--- src/rtl/dpu_instr_prefetch.sv ---
// Instruction prefetch: streams num_words from base_addr into a small FIFO
// and hands them to the core over instr_vld/instr_rdy.
// Ports: clk, rst_n (async low); start/base_addr/num_words launch a block;
// busy/done status; mem_rd_en/mem_rd_addr/mem_rd_data read port (1-cycle
// latency); instr_out/instr_vld/instr_rdy core side.
// Macro PREFETCH_PERF_CNT_EN adds the stall_cycles output.
module dpu_instr_prefetch #(
  parameter int ADDR_W     = 16,
  parameter int DATA_W     = 32,
  parameter int FIFO_DEPTH = 4
) (
  input  logic              clk,
  input  logic              rst_n,
  input  logic              start,
  input  logic [ADDR_W-1:0] base_addr,
  input  logic [ADDR_W-1:0] num_words,
  output logic              busy,
  output logic              done,
  output logic              mem_rd_en,
  output logic [ADDR_W-1:0] mem_rd_addr,
  input  logic [DATA_W-1:0] mem_rd_data,
  output logic [DATA_W-1:0] instr_out,
  output logic              instr_vld,
  input  logic              instr_rdy
`ifdef PREFETCH_PERF_CNT_EN
  ,
  output logic [31:0]       stall_cycles
`endif
);

  localparam int PW = $clog2(FIFO_DEPTH);
  localparam int CW = PW + 1;

  localparam logic [1:0] S_IDLE  = 2'd0;
  localparam logic [1:0] S_FETCH = 2'd1;
  localparam logic [1:0] S_DRAIN = 2'd2;
  localparam logic [1:0] S_DONE  = 2'd3;

  logic [1:0]        state_q, state_d;
  logic [ADDR_W-1:0] base_q, num_q, issued_q;
  logic              inflight_q;
  logic [DATA_W-1:0] fifo_mem [FIFO_DEPTH];
  logic [PW-1:0]     wr_ptr, rd_ptr;
  logic [CW-1:0]     count_q, occ;
  logic              push, pop, last_pop, drained;

  assign push      = inflight_q;
  assign instr_vld = (count_q != '0);
  assign pop       = instr_vld & instr_rdy;
  assign instr_out = instr_vld ? fifo_mem[rd_ptr] : '0;

  assign occ       = count_q + CW'(inflight_q);
  assign mem_rd_en = (state_q == S_FETCH) &&
                     (issued_q < num_q) &&
                     (occ < CW'(FIFO_DEPTH));
  assign mem_rd_addr = base_q + issued_q;

  assign busy = (state_q == S_FETCH) || (state_q == S_DRAIN);
  assign done = (state_q == S_DONE);

  // Look ahead to the final pop so done lands the cycle right after it.
  assign last_pop = pop && (count_q == CW'(1));
  assign drained  = !inflight_q &&
                    ((count_q == '0) || last_pop);

  always_comb begin
    state_d = state_q;
    case (state_q)
      S_IDLE:
        if (start)
          state_d = (num_words == '0) ? S_DONE : S_FETCH;
      S_FETCH:
        if (mem_rd_en && (issued_q + ADDR_W'(1) == num_q))
          state_d = S_DRAIN;
      S_DRAIN:
        if (drained) state_d = S_DONE;
      default:
        state_d = S_IDLE;
    endcase
  end

  always_ff @(posedge clk or negedge rst_n) begin
    if (!rst_n) begin
      state_q    <= S_IDLE;
      base_q     <= '0;
      num_q      <= '0;
      issued_q   <= '0;
      inflight_q <= 1'b0;
    end else begin
      state_q    <= state_d;
      inflight_q <= mem_rd_en;
      if (state_q == S_IDLE && start) begin
        base_q   <= base_addr;
        num_q    <= num_words;
        issued_q <= '0;
      end else if (mem_rd_en) begin
        issued_q <= issued_q + ADDR_W'(1);
      end
    end
  end

  always_ff @(posedge clk) begin
    if (push) fifo_mem[wr_ptr] <= mem_rd_data;
  end

  always_ff @(posedge clk or negedge rst_n) begin
    if (!rst_n) begin
      wr_ptr  <= '0;
      rd_ptr  <= '0;
      count_q <= '0;
    end else begin
      if (push) wr_ptr <= wr_ptr + PW'(1);
      if (pop)  rd_ptr <= rd_ptr + PW'(1);
      case ({push, pop})
        2'b10:   count_q <= count_q + CW'(1);
        2'b01:   count_q <= count_q - CW'(1);
        default: count_q <= count_q;
      endcase
    end
  end

`ifdef PREFETCH_PERF_CNT_EN
  always_ff @(posedge clk or negedge rst_n) begin
    if (!rst_n)
      stall_cycles <= '0;
    else if (state_q == S_IDLE && start)
      stall_cycles <= '0;
    else if (busy && instr_vld && !instr_rdy &&
             stall_cycles != '1)
      stall_cycles <= stall_cycles + 32'd1;
  end
`endif

endmodule

--- config.mk ---
export PLATFORM = sky130hd
export DESIGN_NAME = dpu_instr_prefetch
export DESIGN_NICKNAME = d
export VERILOG_FILES = /design/src/rtl/dpu_instr_prefetch.sv
export SDC_FILE = /design/constraint.sdc
export NUM_CORES = 1
export LEC_CHECK = 0
export BUFFER_PORTS_ARGS = -buffer_cell sky130_fd_sc_hd__buf_2
export CAP_MARGIN = 10
export CORE_UTILIZATION = 52
export CTS_CLUSTER_SIZE = 10
export DETAILED_ROUTE_END_ITERATION = 12
export PLACE_DENSITY = 0.86
export SLEW_MARGIN = 20
export SYNTH_ARGS = -nofsm -noshare
export SYNTH_HDL_FRONTEND = slang
export SYNTH_SLANG_ARGS = --single-unit
--- constraint.sdc ---
create_clock -name clk -period 2.56 [get_ports clk]
set_input_delay 0.128 -clock clk [delete_from_list [all_inputs] [get_ports clk]]
set_output_delay 0.128 -clock clk [all_outputs]
set_load 0.02 [all_outputs]
==> impl_results.md, run 1 <==
* Area grow syn2layout at 27.6%
* Kind of critical path: flip-flop to primary output
* Fmax at 370 MHz
* Crit start category: flip-flop
* Reg2Reg Launch Point: issued_q[0]
* Synthesized area at 9000 um^2
* Share of total power in sequential cells at 34.8%
* Worst setup path endpoint: mem_rd_addr[14]
* Outcome: finished with violations
* Reg2Reg Setup Slack at 0.06 ns
* Area contributors post-synth: edfxtp_1 (43%), dfrtp_1 (16%), mux4_2 (8.0%), ha_1 (6.4%), nand2_1 (3.6%)
* Max Cap Viol at 0
* Slew Limit Fails at 0
* Combinational power share at 42.9%
* Antenna-violating nets left at 0
* H-tree depth at 4
* Skew-Pair Late Insertion Delay at 0.44 ns
* Starting Density at 53.7%
* Post-synth cell types at 50
* FF-to-FF End: state_q[1]
* Fraction of the cycle the final worst path needs at 106%
* ANT cells at 0
* CP max FO at 2
* Placer Congestion at 0.884
* Post-Syn Instances at 688
* Wire length per cell at 19.1 um
* Leading cell type by number of instances after synthesis: edfxtp_1
* Final core utilization at 68.5%
* Clock sink count at 186
* Post-place setup slack at 0.0740 ns
* Ys async rst share at 31.2%
* Remaining Overflow, GRT at 0
* Failing checks: setup timing
* Mapped Nets at 803
* # rows at 47
* Final WL at 21,600 um
* Layout cells sized above 1 at 28.9%
* Cell internal pwr at 7.33 mW
* Commonest cells in the netlist: edfxtp_1 (128), nand2_1 (86), dfrtp_1 (58)
* Nets at 1,013
* Fillcell total at 1,101
* Initial antenna violation count at 0
* Cell Pwr Density at 1030 nW/um^2
* Die area at 17,800 um^2
* RSZ-0062 raised after global routing: yes
* Vias in the first global route at 6,561
* Tmin final at 2.71 ns
* First-pass DRT Iterations at 5
* CP Capture Type: primary output
* CTS tree: built
* Worst setup startpoint: issued_q[0]
* Sequential share of the synthesized area at 58.8%
* Die Height at 134 um
* Post-synth EDFFs at 128
* Post-synth top flop: edfxtp_1
* Core area at 16,800 um^2
* CTS clk-pin slew, worst paths at 0.07 ns
* Largest net degree at the start of global routing at 39
* Final non-filler cell total at 1,131
* First-pass GRT wire length at 34,400 um
* Top Ports at 120
* CP required at 2.43 ns
* Peak VDD IR at 0.000823 V
* Synth area leader: edfxtp_1
* IO buf count at 119
* Switch Pwr at 4.51 mW
* Final setup skew at 0.0165 ns
* Vias per std cell at 5.63
* Clock tree buffer depth at 2
* Tightest Pin Transition at 0.630 ns
* FF-to-FF path depth at 10
* Design area at 11,500 um^2
* Clock Tree Root: clkbuf_16
* Inst Count DP at 1,020
* Ys Warns at 0
* Post-DP HPWL at 12,900 um
* Die width at 134 um
* Post-Place Cell Area at 9940 um^2
* Syn_area_per_cell at 13.1 um^2
* Net Sw Frac at 38.1%
* Final hold viol count at 0
* Final setup vio count at 5
* Power share of the clock group at 22.3%
* Synth Register Bits at 186
* Vias at 6,362
* CTS buffer count at 17
* Slew Limit Headroom at 57.9%
* Min-delay worst type: input pin to flip-flop
* Initial DRC Count at 491
* Top cell type's share of synthesized area at 42.7%
* Residual DRC at 0
* GRT Util Overall at 25.4%
* Worst EP arrival at 2.58 ns
* Lkg Pwr at 4.69 nW
* Final setup margin at -0.146 ns
==> flip-flops by register name, indices dropped and copies added (netlist names) <==
signal	cells
base_q	16
num_q	16
state_q	2
wr_ptr	2
rd_ptr	2
issued_q	16
fifo_mem	128
inflight_q	1
count_q	3
==> area by class of cell <==
class | instances | area [um^2] | area share [%]
Inverter | 34 | 128 | 1.11
Sequential cell | 186 | 5310 | 46.2
Multi-Input combinational cell | 438 | 3600 | 31.3
Tap cell | 220 | 275 | 2.40
Clock inverter | 15 | 179 | 1.56
Timing Repair Buffer | 221 | 1580 | 13.7
Clock buffer | 17 | 425 | 3.70
==> power by group through the flow <==
stage	sequential [mW]	clock (mW)	combinational [mW]
floorplan	4.04	0	3.36
detailed placement	4.14	0	4.65
CTS	4.11	2.69	4.91
global route	4.18	2.79	5.51
global placement	4.11	0	4.56
finish	4.12	2.64	5.07
==> placed cells by master, fill, tap and decap left out, drive strengths merged, types with 6 or more instances in the layout <==
| cell type | n |
|---|---|
| nand3 | 13 |
| a21oi | 17 |
| xor2 | 26 |
| buf | 157 |
| nor3 | 7 |
| and2 | 40 |
| inv | 40 |
| dlygate4sd3 | 64 |
| ha | 46 |
| nor2 | 30 |
| xnor2 | 27 |
| mux4 | 32 |
| clkbuf | 17 |
| nand2 | 86 |
| and3 | 6 |
| nor4 | 7 |
| clkinv | 7 |
| nand4 | 13 |
| o21ai | 24 |
| edfxtp | 128 |
| dfrtp | 58 |
| o31ai | 6 |
==> worst min-delay path by stage <==
stage | startpoint | endpoint | slack (ns) | cells past startpoint
final | num_words[14] | num_q[14] | 0.03 | 3
after global routing | num_words[14] | num_q[14] | 0.03 | 3
after CTS | num_words[14] | num_q[14] | 0.004 | 3
after detailed placement | rst_n | state_q[0] | 0.12 | 1
after global placement | rst_n | num_q[6] | 0.11 | 1
after floorplan | rst_n | base_q[0] | -0.17 | 0
==> metrics by stage <==
stage	power, mW	setup TNS, ns	hold slack (ns)
2_1_floorplan	7.40	0	-0.168
3_3_place_gp	8.67	0	0.114
3_5_place_dp	8.79	0	0.116
4_1_cts	11.7	-0.164	0.00422
5_1_grt	12.5	-1.32	0.0271
6_report	11.8	-0.532	0.0310
==> timing repair <==
action / in CTS / in global routing
setup endpoints to repair: 9 / 24
hold buffers: 64 / 0
resized for setup: 32 / 15
pin swaps: 14 / 7
setup buffers: 11 / 4
hold endpoints to repair: 179 / 0
==> worst max-delay path, stage by stage, from the launching register on <==
cell	delay, ns
dfrtp_1	0.37
ha_2	0.21
inv_2	0.04
fa_2	0.35
nor2b_2	0.12
o21a_1	0.15
o21ai_2	0.07
a21oi_2	0.19
a41oi_2	0.18
a21oi_2	0.19
xnor2_1	0.13
buf_4	0.16
==> routing by layer <==
layer	wire, um	up-vias	GRT usage (%)
li1	-	2919	-
met1	8550	3123	31.3
met2	11400	267	45.0
met3	1180	53	4.53
met4	511	0	8.59
met5	0	-	0
==> kinds of logic after synthesis <==
group | share of synthesized area [%]
xor+xnor | 5.16
compound gates | 5.77
fa+ha+maj | 6.62
mux | 8.58
buf+inv | 2.91
simple gates | 12.1
flops | 58.8
Power figures use the tool's default switching activity.
==> run 2: changes to the inputs <==
--- a/config.mk
+++ b/config.mk
@@ -7,6 +7,7 @@
 export LEC_CHECK = 0
 export BUFFER_PORTS_ARGS = -buffer_cell sky130_fd_sc_hd__buf_2
 export CAP_MARGIN = 10
+export CORE_ASPECT_RATIO = 1.2
 export CORE_UTILIZATION = 52
 export CTS_CLUSTER_SIZE = 10
 export DETAILED_ROUTE_END_ITERATION = 12
==> impl_results.md, run 2 (synthesis gave the netlist of run 1 again) <==
* Slew Limit Headroom at 48.4%
* Final setup margin at -0.0903 ns
* CTS clk-pin slew, worst paths at 0.07 ns
* Largest register FFs at 128
* IO buf count at 119
* Biggest register: fifo_mem
* CP delay by family, top: compound AO/OA/AOI/OAI gates
* Placer Congestion at 0.876
* Skew-Pair Late Insertion Delay at 0.43 ns
* Outcome: finished with violations
* Top Ports at 120
* Final non-filler cell total at 1,137
* Final setup vio count at 5
* Residual DRC at 0
* CP max FO at 2
* CP required at 2.43 ns
* Min-delay worst type: input pin to flip-flop
* CP bufs+invs at 2
* Antenna-violating nets left at 0
* First-pass DRT Iterations at 7
* RSZ-0062 raised after global routing: yes
* Slowest-stage cell, CP: dfrtp_1
* Inst Count DP at 1,024
* Max Cap Viol at 0
* Slew Limit Fails at 0
* Tmin final at 2.65 ns
* Die area at 17,800 um^2
* Wire length per cell at 19.0 um
* Kind of critical path: flip-flop to primary output
* # rows at 52
* Clock tree buffer depth at 2
* CP Capture Type: primary output
* CP dominant cell by count: a21oi_2
* Failing checks: setup timing
* Lkg Pwr at 4.75 nW
* Power, Total at 11.8 mW
* Initial antenna violation count at 0
* Tightest Pin Transition at 0.773 ns
* Fmax at 377 MHz
* Area grow syn2layout at 28.6%
* Fillcell total at 1,099
* Most common cell after layout, fill and taps aside: edfxtp_1
* Vias at 6,420
* Layout cells sized above 1 at 29.8%
* Clock sink count at 186
* CP max stage delay at 0.35 ns
* Final setup skew at 0.0121 ns
* Crit-path cells: ha_2, inv_2, fa_2, nor2b_1, o21a_1, o21ai_2, a21oi_2, a41oi_2, a21oi_2, xnor2_1, buf_4
* Post-DP HPWL at 13,000 um
* Vias per std cell at 5.65
* Vias in the first global route at 6,680
* Worst EP arrival at 2.52 ns
* Die Height at 146 um
* Fraction of the cycle the final worst path needs at 104%
* H-tree depth at 4
* CTS tree: built
* Peak VDD IR at 0.000675 V
* ANT cells at 0
* First-pass GRT wire length at 33,300 um
* GRT Util Overall at 24.7%
* Final WL at 21,600 um
* Largest net degree at the start of global routing at 59
* Starting Density at 53.2%
* Nets at 1,023
* Initial DRC Count at 449
* Crit start category: flip-flop
* Clock Tree Root: clkbuf_16
* Cell Pwr Density at 1020 nW/um^2
* Final hold viol count at 0
* Remaining Overflow, GRT at 0
* Core area at 16,900 um^2
* Die width at 122 um
* Most frequent cells in the layout: edfxtp_1 (128), buf_2 (112), nand2_1 (86), dlygate4sd3_1 (65), dfrtp_1 (52)
* CTS buffer count at 17
-- run 2: what timing repair did --
action / 4_1_cts / 5_1_grt
pin swaps: 13 / 12
endpoints found under the hold margin: 218 / 0
resized for setup: 30 / 21
setup endpoints to repair: 9 / 24
hold buffers: 65 / 0
setup buffers: 10 / 7
-- run 2: worst paths after layout --
check                      cells after the start         endpoint       start  slack [ns]
setup / recovery                              11  mem_rd_addr[14]   base_q[0]       -0.09
hold / removal                                 3        rd_ptr[0]   instr_rdy        0.08
setup reg to reg                              11     issued_q[10]    num_q[4]        0.12
hold reg to reg                                2       base_q[13]  base_q[13]        0.49
max in group asynchronous                      3      issued_q[3]       rst_n        1.60
min in group asynchronous                      3         num_q[0]       rst_n        0.39
-- run 2: layout make-up --
class / count / area (um^2) / area share [%]
sequential: 186 / 5300 / 45.8
multi-input combinational: 438 / 3640 / 31.5
clock inverter: 15 / 150 / 1.30
timing repair buffer: 231 / 1660 / 14.3
tap: 216 / 270 / 2.33
clock buffer: 17 / 425 / 3.67
inverter: 34 / 128 / 1.10
-- run 2: metal layers --
metal	vias up	track usage [%]	routed length (um)
li1	2940	-	-
met1	3153	27.2	8020
met2	280	45.1	11600
met3	47	5.31	1300
met4	0	10.7	624
met5	-	0	0
-- run 2: power by group --
group,leakage (nW),switching [mW],internal (mW),total (mW)
clock network,0.278,1.22,1.30,2.51
registers,1.89,0.443,3.75,4.19
logic,2.58,2.85,2.24,5.09
-- run 2: worst reg2reg max path: stages (launching register included) --
cell and delay, ns:
dfrtp_1 0.41, inv_1 0.10, ha_1 0.29, or2_2 0.31, a21oi_2 0.18, a21oi_2 0.07, a211oi_4 0.26, buf_6 0.16
buf_8 0.17, nand4_1 0.14, xor2_1 0.18, nor2_1 0.05
-- run 2: through the flow --
step	hold slack [ns]	utilization (%)	setup WS, ns	area (um^2)	TNS (ns)
after floorplan	-0.168	-	0.172	9000	0
after global placement	0.316	59.1	0.174	9990	0
after detailed placement	0.323	59.1	0.155	9990	0
after CTS	0.0621	67.5	-0.0740	11400	-0.118
after global routing	0.0860	68.4	-0.248	11600	-1.21
final	0.0753	68.4	-0.0903	11600	-0.294
==> run 3: changes to the inputs <==
--- a/config.mk
+++ b/config.mk
@@ -5,13 +5,13 @@
 export SDC_FILE = /design/constraint.sdc
 export NUM_CORES = 1
 export LEC_CHECK = 0
-export BUFFER_PORTS_ARGS = -buffer_cell sky130_fd_sc_hd__buf_2
 export CAP_MARGIN = 10
 export CORE_ASPECT_RATIO = 1.2
-export CORE_UTILIZATION = 52
+export CORE_UTILIZATION = 55
 export CTS_CLUSTER_SIZE = 10
 export DETAILED_ROUTE_END_ITERATION = 12
-export PLACE_DENSITY = 0.86
+export DONT_BUFFER_PORTS = 1
+export PLACE_DENSITY = 0.83
 export SLEW_MARGIN = 20
 export SYNTH_ARGS = -nofsm -noshare
 export SYNTH_HDL_FRONTEND = slang
==> impl_results.md, run 3 (synthesis gave the netlist of run 1 again) <==
* Biggest register: fifo_mem
* CP bufs+invs at 2
* CTS clk-pin slew, worst paths at 0.07 ns
* Slowest-stage cell, CP: dfrtp_1
* CP required at 2.43 ns
* Antenna-violating nets left at 0
* Clock Tree Root: clkbuf_16
* Peak VDD IR at 0.000655 V
* Most frequent cells in the layout: edfxtp_1 (128), nand2_1 (83), dlygate4sd3_1 (66), dfrtp_1 (51)
* Vias at 6,071
* Most common cell after layout, fill and taps aside: edfxtp_1
* GRT Util Overall at 25.5%
* Share of total power in sequential cells at 35.4%
* Tmin final at 2.77 ns
* Die Height at 142 um
* Crit-path cells: ha_2, inv_2, fa_2, nor2b_1, o21a_1, o21ai_2, a21oi_2, a41oi_2, nand2b_1, xor2_1, buf_4
* First-pass GRT wire length at 32,700 um
* Final setup vio count at 9
* ANT cells at 0
* Failing checks: setup timing
* Outcome: finished with violations
* Placer Congestion at 0.898
* First-pass DRT Iterations at 5
* Largest net degree at the start of global routing at 65
* CP delay by family, top: compound AO/OA/AOI/OAI gates
* Layout cells sized above 1 at 23.4%
* Combinational power share at 42.9%
* CTS tree: built
* Kind of critical path: flip-flop to primary output
* Power share of the clock group at 21.7%
* Die width at 119 um
* Vias per std cell at 5.96
* Slew Limit Fails at 0
* Clock tree buffer depth at 2
* Slew Limit Headroom at 54.8%
* Top Ports at 120
* Final setup margin at -0.212 ns
* Post-DP HPWL at 12,600 um
* Cell internal pwr at 7.21 mW
* Switch Pwr at 4.56 mW
* IO buf count at 0
* Clock sink count at 186
* Final setup skew at 0.00852 ns
* Die area at 16,900 um^2
* Remaining Overflow, GRT at 0
* Final WL at 21,600 um
* Largest register FFs at 128
* Min-delay worst type: input pin to flip-flop
* Final non-filler cell total at 1,019
* Max Cap Viol at 0
* Nets at 913
* Final hold viol count at 0
* CP max stage delay at 0.35 ns
* Net Sw Frac at 38.7%
* Starting Density at 56.9%
* CP Capture Type: primary output
* H-tree depth at 4
* Initial DRC Count at 412
* Cell Pwr Density at 1040 nW/um^2
* Tightest Pin Transition at 0.677 ns
* Area grow syn2layout at 25.8%
* Vias in the first global route at 6,387
* Crit start category: flip-flop
* CTS buffer count at 17
* RSZ-0062 raised after global routing: yes
* Fmax at 361 MHz
* Fraction of the cycle the final worst path needs at 108%
* Skew-Pair Late Insertion Delay at 0.43 ns
* Lkg Pwr at 4.35 nW
* Residual DRC at 0
* Design area at 11,300 um^2
* Wire length per cell at 21.2 um
* Core area at 15,800 um^2
* Inst Count DP at 896
* Initial antenna violation count at 0
* Worst EP arrival at 2.64 ns
* # rows at 50
* Post-Place Cell Area at 9390 um^2
* CP max FO at 2
-- run 3: cell types whose count changed in the layout (fill, tap and decap cells not counted), moves of 4 or more --
cell / delta
ha_1: -6
buf_6: +7
buf_2: -112
buf_4: -10
ha_4: +4
nand3_1: -4
-- run 3: path summary, 6_finish.rpt --
path                            slack [ns]          from  depth (start not counted)         endpoint
worst max register to register       -0.10   issued_q[1]                         11       state_q[1]
worst max-delay path                 -0.21     base_q[0]                         11  mem_rd_addr[12]
worst min register to register        0.50    base_q[14]                          2       base_q[14]
min in group asynchronous             0.22         rst_n                          2       base_q[10]
worst min-delay path                  0.13  num_words[7]                          4       state_q[1]
max in group asynchronous             2.04         rst_n                          2      issued_q[1]
-- run 3: cell type report --
class                           instances  area, um^2
Tap cell                              208         260
Timing Repair Buffer                  121        1210
Multi-Input combinational cell        438        3840
Inverter                               34         128
Fill cell                             987        4500
Sequential cell                       186        5300
Clock buffer                           17         425
Clock inverter                         15         158
-- run 3: worst reg2reg max path, cell delays in order (launching register included) --
cell,delay (ns)
dfrtp_2,0.44
buf_6,0.13
buf_6,0.10
buf_6,0.11
buf_6,0.12
ha_4,0.25
xor2_2,0.15
or3_1,0.39
nor4_2,0.21
nand4_1,0.13
o22ai_2,0.19
mux2_4,0.32
-- run 3: routing by layer --
layer | vias up | track usage [%] | wire (um)
li1 | 2710 | - | -
met1 | 3020 | 28.3 | 7980
met2 | 271 | 46.5 | 11500
met3 | 70 | 5.09 | 1250
met4 | 0 | 12.8 | 890
met5 | - | 0 | 0
-- run 3: through the flow --
| step | setup WS [ns] | TNS, ns | total power [mW] | utilization [%] | hold WS [ns] |
|---|---|---|---|---|---|
| floorplan | 0.172 | 0 | 7.40 | - | -0.168 |
| global placement | 0.0396 | 0 | 8.15 | 59.3 | -0.166 |
| detailed placement | -0.0440 | -0.0741 | 8.34 | 59.3 | -0.166 |
| CTS | -0.197 | -0.523 | 11.3 | 69.1 | 0.109 |
| global route | -0.293 | -2.02 | 12.3 | 71.6 | 0.173 |
| finish | -0.212 | -1.07 | 11.8 | 71.6 | 0.131 |
-- run 3: power by group through the flow --
| stage | Combinational (mW) | Sequential (mW) | Clock [mW] |
|---|---|---|---|
| 2_1_floorplan | 3.36 | 4.04 | 0 |
| 3_3_place_gp | 4.02 | 4.13 | 0 |
| 5_1_grt | 5.41 | 4.23 | 2.68 |
| 6_report | 5.05 | 4.17 | 2.55 |
| 4_1_cts | 4.54 | 4.14 | 2.58 |
| 3_5_place_dp | 4.15 | 4.19 | 0 |
-- run 3: repair_timing --
action	4_1_cts	5_1_grt
endpoints found under the hold margin	219	0
endpoints found under the setup margin	9	27
resized for setup	39	48
hold buffers	67	0
gates cloned	0	3
pin swaps	21	32
buffers inserted	13	9
